`config.mk`:
```
export PLATFORM = sky130hd
export DESIGN_NAME = jump_branch_unit
export DESIGN_NICKNAME = d
export VERILOG_FILES = /design/src/rtl/jbu_pkg.sv /design/src/rtl/jump_branch_unit_branch_compare.sv /design/src/rtl/jump_branch_unit.sv
export SDC_FILE = /design/constraint.sdc
export NUM_CORES = 1
export LEC_CHECK = 0
export CAP_MARGIN = 30
export CORE_MARGIN = 2
export CORE_UTILIZATION = 52
export CTS_CLUSTER_SIZE = 25
export DETAILED_ROUTE_END_ITERATION = 16
export PLACE_DENSITY = 0.85
export SYNTH_ARGS = -nofsm -noshare
export SYNTH_HDL_FRONTEND = slang
export SYNTH_SLANG_ARGS = --single-unit
```
`constraint.sdc`:
```
create_clock -name clk -period 10.95 [get_ports clk]
set_input_delay 3.285 -clock clk [delete_from_list [all_inputs] [get_ports clk]]
set_output_delay 3.285 -clock clk [all_outputs]
set_load 0.02 [all_outputs]
```
`src/rtl/jbu_pkg.sv`:
```
// Shared definitions for jump_branch_unit.
// Holds the operation-select codes and the flag part of the registered result.
// Optional feature macro: JBU_MISALIGN_TRAP_EN adds a trap flag to the result.
package jbu_pkg;

  localparam int unsigned OP_W = 6;

  // Operation-select codes (aluSelect)
  localparam logic [OP_W-1:0] SEL_JAL  = 6'b000011;
  localparam logic [OP_W-1:0] SEL_JALR = 6'b000100;
  localparam logic [OP_W-1:0] SEL_BEQ  = 6'b000101;
  localparam logic [OP_W-1:0] SEL_BNE  = 6'b000110;
  localparam logic [OP_W-1:0] SEL_BLT  = 6'b000111;
  localparam logic [OP_W-1:0] SEL_BGE  = 6'b001000;
  localparam logic [OP_W-1:0] SEL_BLTU = 6'b001001;
  localparam logic [OP_W-1:0] SEL_BGEU = 6'b001010;

  // Control flags of the registered result. The XLEN-wide link and target
  // fields are added by the top level, where XLEN is known.
  typedef struct packed {
    logic valid;
    logic squash;
    logic taken;
`ifdef JBU_MISALIGN_TRAP_EN
    logic trap;
`endif
  } jbu_flags_t;

endpackage

```
`src/rtl/jump_branch_unit_branch_compare.sv`:
```
// Combinational taken resolution for JAL/JALR and the six conditional branches.
// Ports: rs1, rs2 (compare operands), alu_select (operation), taken (result).
// Codes that are not control transfers resolve as not taken.
module branch_compare
  import jbu_pkg::*;
#(
  parameter int unsigned XLEN  = 32,
  parameter int unsigned SEL_W = 6
) (
  input  logic [XLEN-1:0]  rs1,
  input  logic [XLEN-1:0]  rs2,
  input  logic [SEL_W-1:0] alu_select,
  output logic             taken
);

  always_comb begin
    taken = 1'b0;
    case (alu_select)
      SEL_W'(SEL_JAL),
      SEL_W'(SEL_JALR): taken = 1'b1;
      SEL_W'(SEL_BEQ):  taken = (rs1 == rs2);
      SEL_W'(SEL_BNE):  taken = (rs1 != rs2);
      SEL_W'(SEL_BLT):  taken = ($signed(rs1) <  $signed(rs2));
      SEL_W'(SEL_BGE):  taken = ($signed(rs1) >= $signed(rs2));
      SEL_W'(SEL_BLTU): taken = (rs1 <  rs2);
      SEL_W'(SEL_BGEU): taken = (rs1 >= rs2);
      default:          taken = 1'b0;
    endcase
  end

endmodule

```
`src/rtl/jump_branch_unit.sv`:
```
// Execute-stage control-transfer unit: resolves JAL/JALR/branches, computes
// link (pc+4) and redirect target, registers the result behind a valid/ready
// stage and squashes wrong-path ops accepted after a taken redirect.
// Ports: clk, reset (sync, active-high); in_valid/in_ready, pc, imm, rs1, rs2,
// aluSelect (input op); flush; out_valid/out_ready, out_squash, link,
// redirect_valid, redirect_pc (registered result).
// Optional macro JBU_MISALIGN_TRAP_EN adds output misalign_trap.
module jump_branch_unit
  import jbu_pkg::*;
#(
  parameter int unsigned XLEN         = 32,
  parameter int unsigned SEL_W        = 6,
  parameter int unsigned SHADOW_DEPTH = 2
) (
  input  logic             clk,
  input  logic             reset,
  input  logic             in_valid,
  output logic             in_ready,
  input  logic [XLEN-1:0]  pc,
  input  logic [XLEN-1:0]  imm,
  input  logic [XLEN-1:0]  rs1,
  input  logic [XLEN-1:0]  rs2,
  input  logic [SEL_W-1:0] aluSelect,
  input  logic             flush,
  output logic             out_valid,
  input  logic             out_ready,
  output logic             out_squash,
  output logic [XLEN-1:0]  link,
  output logic             redirect_valid,
  output logic [XLEN-1:0]  redirect_pc
`ifdef JBU_MISALIGN_TRAP_EN
  ,
  output logic             misalign_trap
`endif
);

  localparam int unsigned CNT_W = (SHADOW_DEPTH > 0) ? $clog2(SHADOW_DEPTH + 1) : 1;
  localparam logic [CNT_W-1:0] CNT_FULL = CNT_W'(SHADOW_DEPTH);
  localparam logic             SHADOW_ON = (SHADOW_DEPTH > 0);

  typedef struct packed {
    jbu_flags_t      flags;
    logic [XLEN-1:0] link;
    logic [XLEN-1:0] target;
  } result_t;

  result_t          res_q, res_d, res_new;
  logic [CNT_W-1:0] cnt_q, cnt_d;
  logic             taken_c;
  logic             is_jal, is_jalr, is_branch;
  logic             accept, xfer, xfer_redirect, squash_new;
  logic [XLEN-1:0]  pc_plus4, pc_plus_imm, rs1_plus_imm;

  branch_compare #(.XLEN(XLEN), .SEL_W(SEL_W)) u_cmp (
    .rs1        (rs1),
    .rs2        (rs2),
    .alu_select (aluSelect),
    .taken      (taken_c)
  );

  // Operation decode and address arithmetic (all adds wrap modulo 2^XLEN)
  assign is_jal       = (aluSelect == SEL_W'(SEL_JAL));
  assign is_jalr      = (aluSelect == SEL_W'(SEL_JALR));
  assign is_branch    = (aluSelect >= SEL_W'(SEL_BEQ)) && (aluSelect <= SEL_W'(SEL_BGEU));
  assign pc_plus4     = pc + XLEN'(4);
  assign pc_plus_imm  = pc + imm;
  assign rs1_plus_imm = rs1 + imm;

  // Handshake
  assign in_ready      = !res_q.flags.valid || out_ready;
  assign accept        = in_valid && in_ready;
  assign xfer          = res_q.flags.valid && out_ready;
  assign xfer_redirect = xfer && redirect_valid;
  // A new op is wrong-path if the shadow is open, or a redirect leaves this cycle
  assign squash_new    = (cnt_q != '0) || (xfer_redirect && SHADOW_ON);

  // Result of the op being accepted this cycle
  always_comb begin
    res_new              = '0;
    res_new.flags.valid  = 1'b1;
    res_new.flags.squash = squash_new;
    res_new.flags.taken  = taken_c;
    if (is_jal || is_jalr) begin
      res_new.link = pc_plus4;
    end
    if (is_jalr) begin
      res_new.target = rs1_plus_imm & ~XLEN'(1);
    end else if (is_jal || (is_branch && taken_c)) begin
      res_new.target = pc_plus_imm;
    end else if (is_branch) begin
      // Not-taken branch exposes fall-through pc for visibility only
      res_new.target = pc_plus4;
    end
`ifdef JBU_MISALIGN_TRAP_EN
    res_new.flags.trap = taken_c && !squash_new && (res_new.target[1:0] != 2'b00);
`endif
  end

  // Next-state: pipeline register and shadow counter; flush dominates
  always_comb begin
    res_d = res_q;
    cnt_d = cnt_q;
    if (flush) begin
      res_d.flags.valid = 1'b0;
      cnt_d             = '0;
    end else begin
      if (accept) begin
        res_d = res_new;
      end else if (xfer) begin
        res_d.flags.valid = 1'b0;
      end
      if (accept && squash_new) begin
        cnt_d = (xfer_redirect ? CNT_FULL : cnt_q) - CNT_W'(1);
      end else if (xfer_redirect) begin
        cnt_d = CNT_FULL;
      end
    end
  end

  always_ff @(posedge clk) begin
    if (reset) begin
      res_q <= '0;
      cnt_q <= '0;
    end else begin
      res_q <= res_d;
      cnt_q <= cnt_d;
    end
  end

  assign out_valid   = res_q.flags.valid;
  assign out_squash  = res_q.flags.squash;
  assign link        = res_q.link;
  assign redirect_pc = res_q.target;
`ifdef JBU_MISALIGN_TRAP_EN
  assign misalign_trap  = res_q.flags.trap;
  assign redirect_valid = res_q.flags.valid && res_q.flags.taken &&
                          !res_q.flags.squash && !res_q.flags.trap;
`else
  assign redirect_valid = res_q.flags.valid && res_q.flags.taken && !res_q.flags.squash;
`endif

endmodule

```
### Word-level counts from Yosys, hierarchy flattened

Index checks and enable logic that the tools add are counted.

| storage, ports and cells | value |
|---|---|
| bits of input ports | 139 |
| word-level logic and storage cells | 55 |
| flip-flop bits (word level) | 69 |
| output and inout bits | 68 |

| cells by class | value |
|---|---|
| add/subtract/negate cells | 4 |
| bitwise operators | 1 |
| reduce and logical (&&, ||, !) cells | 19 |
| $lt $le $gt $ge | 6 |
| equality and inequality tests | 10 |
| mux-type cells | 9 |

Operator list:

| operator | count |
|---|---|
| 32-bit 2-to-1 mux | 4 |
| 32-bit adder | 2 |
| 32-bit >= comparator | 2 |
| 32-bit less-than comparator | 2 |
| 32-bit by 3-bit adder with 32-bit output (second input constant) | 1 |
| 32-bit == test | 1 |
| 32-bit != test | 1 |
| 6-bit by 3-bit == test with 1-bit output (second input constant) | 4 |
| 6-bit by 4-bit == test with 1-bit output (second input constant) | 3 |
| 1-bit logical AND | 8 |
| 1-bit one-hot mux with 7 select lines | 1 |
| 6-bit by 2-bit == test with 1-bit output (second input constant) | 1 |
| 6-bit by 3-bit >= comparator with 1-bit output (second input constant) | 1 |
| 6-bit by 4-bit less-or-equal comparator with 1-bit output (second input constant) | 1 |
| 1-bit logical OR | 4 |
| 2-bit 2-to-1 mux | 2 |
| 2-bit nonzero test | 2 |
| 2-bit OR reduction | 2 |
| 1-bit zero test | 2 |
| 1-bit 2-to-1 mux | 2 |
| 2-bit AND reduction | 1 |
| 2-bit by 1-bit subtractor with 2-bit output (second input constant) | 1 |
| 1-bit inverter | 1 |

### Logic depth before layout (Yosys ltp)

| depth | value |
|---|---|
| word-level depth | 7 |
| mapped depth | 13 |
| gate-level depth less buffers | 13 |

### Hierarchy

Synthesis repeated with hierarchy kept, for this count alone.

| unflattened totals | value |
|---|---|
| cell total of the unflattened synthesis | 1074 |
| area, all modules | 8021.4 um^2 |

By module, submodules not included:

| module | cells each | seq. area each (um^2) | area an instance (um^2) | times used |
|---|---|---|---|---|
| jump_branch_unit | 941 | 1381.3 | 7075.5 | 1 |
| branch_compare | 133 | 0.0 | 945.9 | 1 |

### Least setup slack after synthesis

OpenSTA, ideal clock, no wires.

| timing path | value |
|---|---|
| path type | input -> output |
| start point | in out_ready |
| end point | out in_ready |
| data required time | 7.665 ns |
| stages | 1 |
| buffers on the path | 0 |
| slack | 4.144 ns |
| arrival | 3.521 ns |
| cells stage by stage | nand2b_1 |

| on the way | value |
|---|---|
| longest elaborated chain between the ends | 1 |

RTL lines:

| item | line | text |
|---|---|---|
| from (decl) | jump_branch_unit.sv:26 | `input logic out_ready,` |
| 1-bit logical OR | jump_branch_unit.sv:70 | `assign in_ready = !res_q.flags.valid \|\| out_ready;` |
| to (decl) | jump_branch_unit.sv:18 | `output logic in_ready,` |

No other way between the ends.

### Final worst setup path

Ends and elaborated chain as after synthesis.

==> results.json <==
{
  "run_status": "completed",
  "core_region_area_sq_um": 15100,
  "worstReg2RegEnd": "link[19]$_SDFFE_PP0P_",
  "cts_buffer_depth": 2,
  "design.final.nets": 1411,
  "detailedRoute.firstPassIterationCount": 5,
  "cts-htree-levels": 3,
  "setup_violations": 0,
  "tightest_slew_ns": 0.985,
  "timing.critical_path.required_ns": 7.67,
  "max_cap_viol_count": 0,
  "initial_core_util_pct": 52.7,
  "global_route.overflow_total": 0,
  "hpwlAfterDp_mm": 20.2,
  "critical_path_class": "in -> out",
  "groute.usage.overall_pct": 29.3,
  "synthesis.nets": 1283,
  "worst_slew_margin_rel_pct": 34.2,
  "critical_path.startpoint_type": "primary input",
  "floorplan.rows": 45,
  "synth_largest_type_area_fraction_pct": 17.4,
  "r2r_setup_slack_ns": 8.71,
  "yosysSeqAreaShare_pct": 17.4,
  "ys_types": 77,
  "critical_path_peak_fanout": 3,
  "maxSlewViolCount": 0,
  "tightest_hold_check_type": "reg -> reg",
  "synthTopCellsByArea": "sky130_fd_sc_hd__dfxtp_1, sky130_fd_sc_hd__ha_1, sky130_fd_sc_hd__buf_4",
  "maximum_clock_rate_ghz": 0.128,
  "irDropWorstVdd_uv": 87.6,
  "grt_pass1_vias": 7342,
  "ys_top_cells_by_count": "sky130_fd_sc_hd__nor2_1, sky130_fd_sc_hd__ha_1, sky130_fd_sc_hd__a21oi_1, sky130_fd_sc_hd__nand2_1, sky130_fd_sc_hd__dfxtp_1",
  "rsz0062_at_grt": "no",
  "syn_inst": 1048,
  "holdPathEnd": "res_q[64]$_SDFFE_PP0P_",
  "drt_iter0_markers": 709,
  "io_buffers": 206,
  "cts_tree": "yes",
  "first_pass_grt_wire_length_mm": 38.4,
  "clk_pin_slew_worst_paths_ns": 0.05,
  "synth-seq-cells": 69,
  "clock-sinks": 69,
  "asyncSetResetFlopFracSynth_pct": 0,
  "synth-edff-count": 0,
  "viasPerCell": 6.01,
  "synthDominantAreaCellType": "sky130_fd_sc_hd__dfxtp_1",
  "clockRootBuffer": "sky130_fd_sc_hd__clkbuf_16",
  "cpPeakStageDelay_ns": 0.62,
  "io_pins": 207,
  "drive_gt1_share_pct": 4.57,
  "width_of_the_die_um": 128,
  "num_vias": 8224,
  "fin_worst_skew_ns": 0.00301,
  "power_per_cell_area_nw_per_um2": 90.2,
  "whs_ns": 0.504,
  "arrival_ns": 4.55,
  "r2r.worst_path.cells": 8,
  "synth-warning-count": 0,
  "tritoncts.num_buffers": 9,
  "fin_tns_setup_ns": 0,
  "path_cells": "clkdlybuf4s50_1, nand2b_1, clkdlybuf4s50_1",
  "worst-path-buf-inv": 2,
  "antenna_found_initial": 0,
  "layout_worst_path_cycle_share_pct": 71.5,
  "flow.area_growth_from_synthesis_pct": 25.2,
  "num_antenna_cells": 0,
  "report.final.hold_viol_count": 0,
  "cp_slowest_cell": "sky130_fd_sc_hd__clkdlybuf4s50_1",
  "route.detailed.drc": 0,
  "synth.cell_area_sq_um": 7960,
  "worstSkewPairLatency_ns": 0.33,
  "postCtsSetupRepairBufs": 0,
  "design.die.area_sq_um": 16300,
  "final_period_minus_worst_setup_slack_ns": 7.83,
  "hold-path-cell-count": 2,
  "worstReg2RegStart": "out_valid$_SDFFE_PP0P_",
  "wire_per_inst_um": 18.0,
  "yosysMostFrequentCell": "sky130_fd_sc_hd__nor2_1",
  "critPathTopFamily": "buffers and inverters",
  "post_synth.cell_area_avg_sq_um": 7.59,
  "cell_occurring_most_often_along_the_worst_timing_path": "sky130_fd_sc_hd__clkdlybuf4s50_1",
  "chipHeight_um": 128,
  "synthFlopType": "sky130_fd_sc_hd__dfxtp_1",
  "hold_fix_buffer_count_after_cts": 0,
  "end_kind": "output pin",
  "static-leakage-power_nw": 4.06,
  "grt_max_degree": 60,
  "cts.repair.resized": 0,
  "route.antenna.remaining_nets": 0,
  "routabilityCongestion": 0.977,
  "holdCritStartpoint": "res_q[64]$_SDFFE_PP0P_",
  "routed_wl_mm": 24.7
}
cell families after synthesis:
group           count (synthesis)  synth area share (%)
compound gates                337                  28.3
flops                          69                  17.4
fa+ha+maj                      96                  15.3
buf+inv                       147                  10.2
mux                            10                  1.34
xor+xnor                       78                  8.59
simple gates                  311                  18.9
how the worst max path moves through the flow:
stage,startpoint,endpoint,cells past startpoint
floorplan,out_ready,in_ready,1
global placement,out_ready,in_ready,3
detailed placement,out_ready,in_ready,3
CTS,out_ready,in_ready,3
global route,out_ready,in_ready,3
finish,out_ready,in_ready,3
tightest hold or removal path: stages (launching register included):
cell and delay (ns):
sky130_fd_sc_hd__dfxtp_1 0.31, sky130_fd_sc_hd__nor2_1 0.10, sky130_fd_sc_hd__nor3_1 0.05
state kept, by name, indices dropped and copies added, names as in the netlist:
name / cells
link: 32
redirect_pc: 32
cnt_q: 2
out_squash: 1
out_valid: 1
res_q: 1
area by class of cell:
class                           instances  area, sq um
Clock buffer                           12          246
Clock inverter                          4         23.8
Fill cell                            1353         5130
Inverter                               50          188
Multi-Input combinational cell        832         5760
Sequential cell                        69         1380
Tap cell                              188          235
Timing Repair Buffer                  214         2120
cell usage in the layout (no fill, tap or decap), drive strengths merged, types with 11 or more instances in the layout:
master	Yosys	layout
a211oi	11	11
a21o	29	29
a21oi	91	91
a221oi	22	22
a22oi	33	33
a31oi	11	11
clkbuf	27	12
clkdlybuf4s50	0	206
dfxtp	69	69
ha	94	94
inv	50	50
nand2	74	74
nand2b	20	20
nand3	27	27
nand4	17	17
nor2	103	103
nor3	18	18
o21a	11	11
o21ai	72	72
xnor2	49	49
xor2	29	29
report_power, final:
part / switching [mW] / internal [mW]
clock network: 0.103 / 0.159
registers: 0.00524 / 0.259
logic: 0.203 / 0.168
stage by stage:
stage                     power [mW]  instance area [sq um]  worst slack (ns)  std cells  utilization (%)
final                          0.898                   9960              3.12       1369             66.0
after global routing           0.944                   9960              3.07       1369             66.0
after CTS                      0.892                   9960              3.11       1369             66.0
after detailed placement       0.632                   9690              3.11       1353             64.2
after global placement         0.628                   9690              3.14       1353             64.2
after floorplan                0.503                   7960              4.14       1048                -
layer usage:
metal	vias up	part of all wire [%]	track usage, %
li1	4038	-	-
met1	3766	46	42.9
met2	393	43	45.0
met3	27	9.5	4.42
met4	0	1.7	7.56
met5	-	0	0
(Power assumes the default switching activity.)
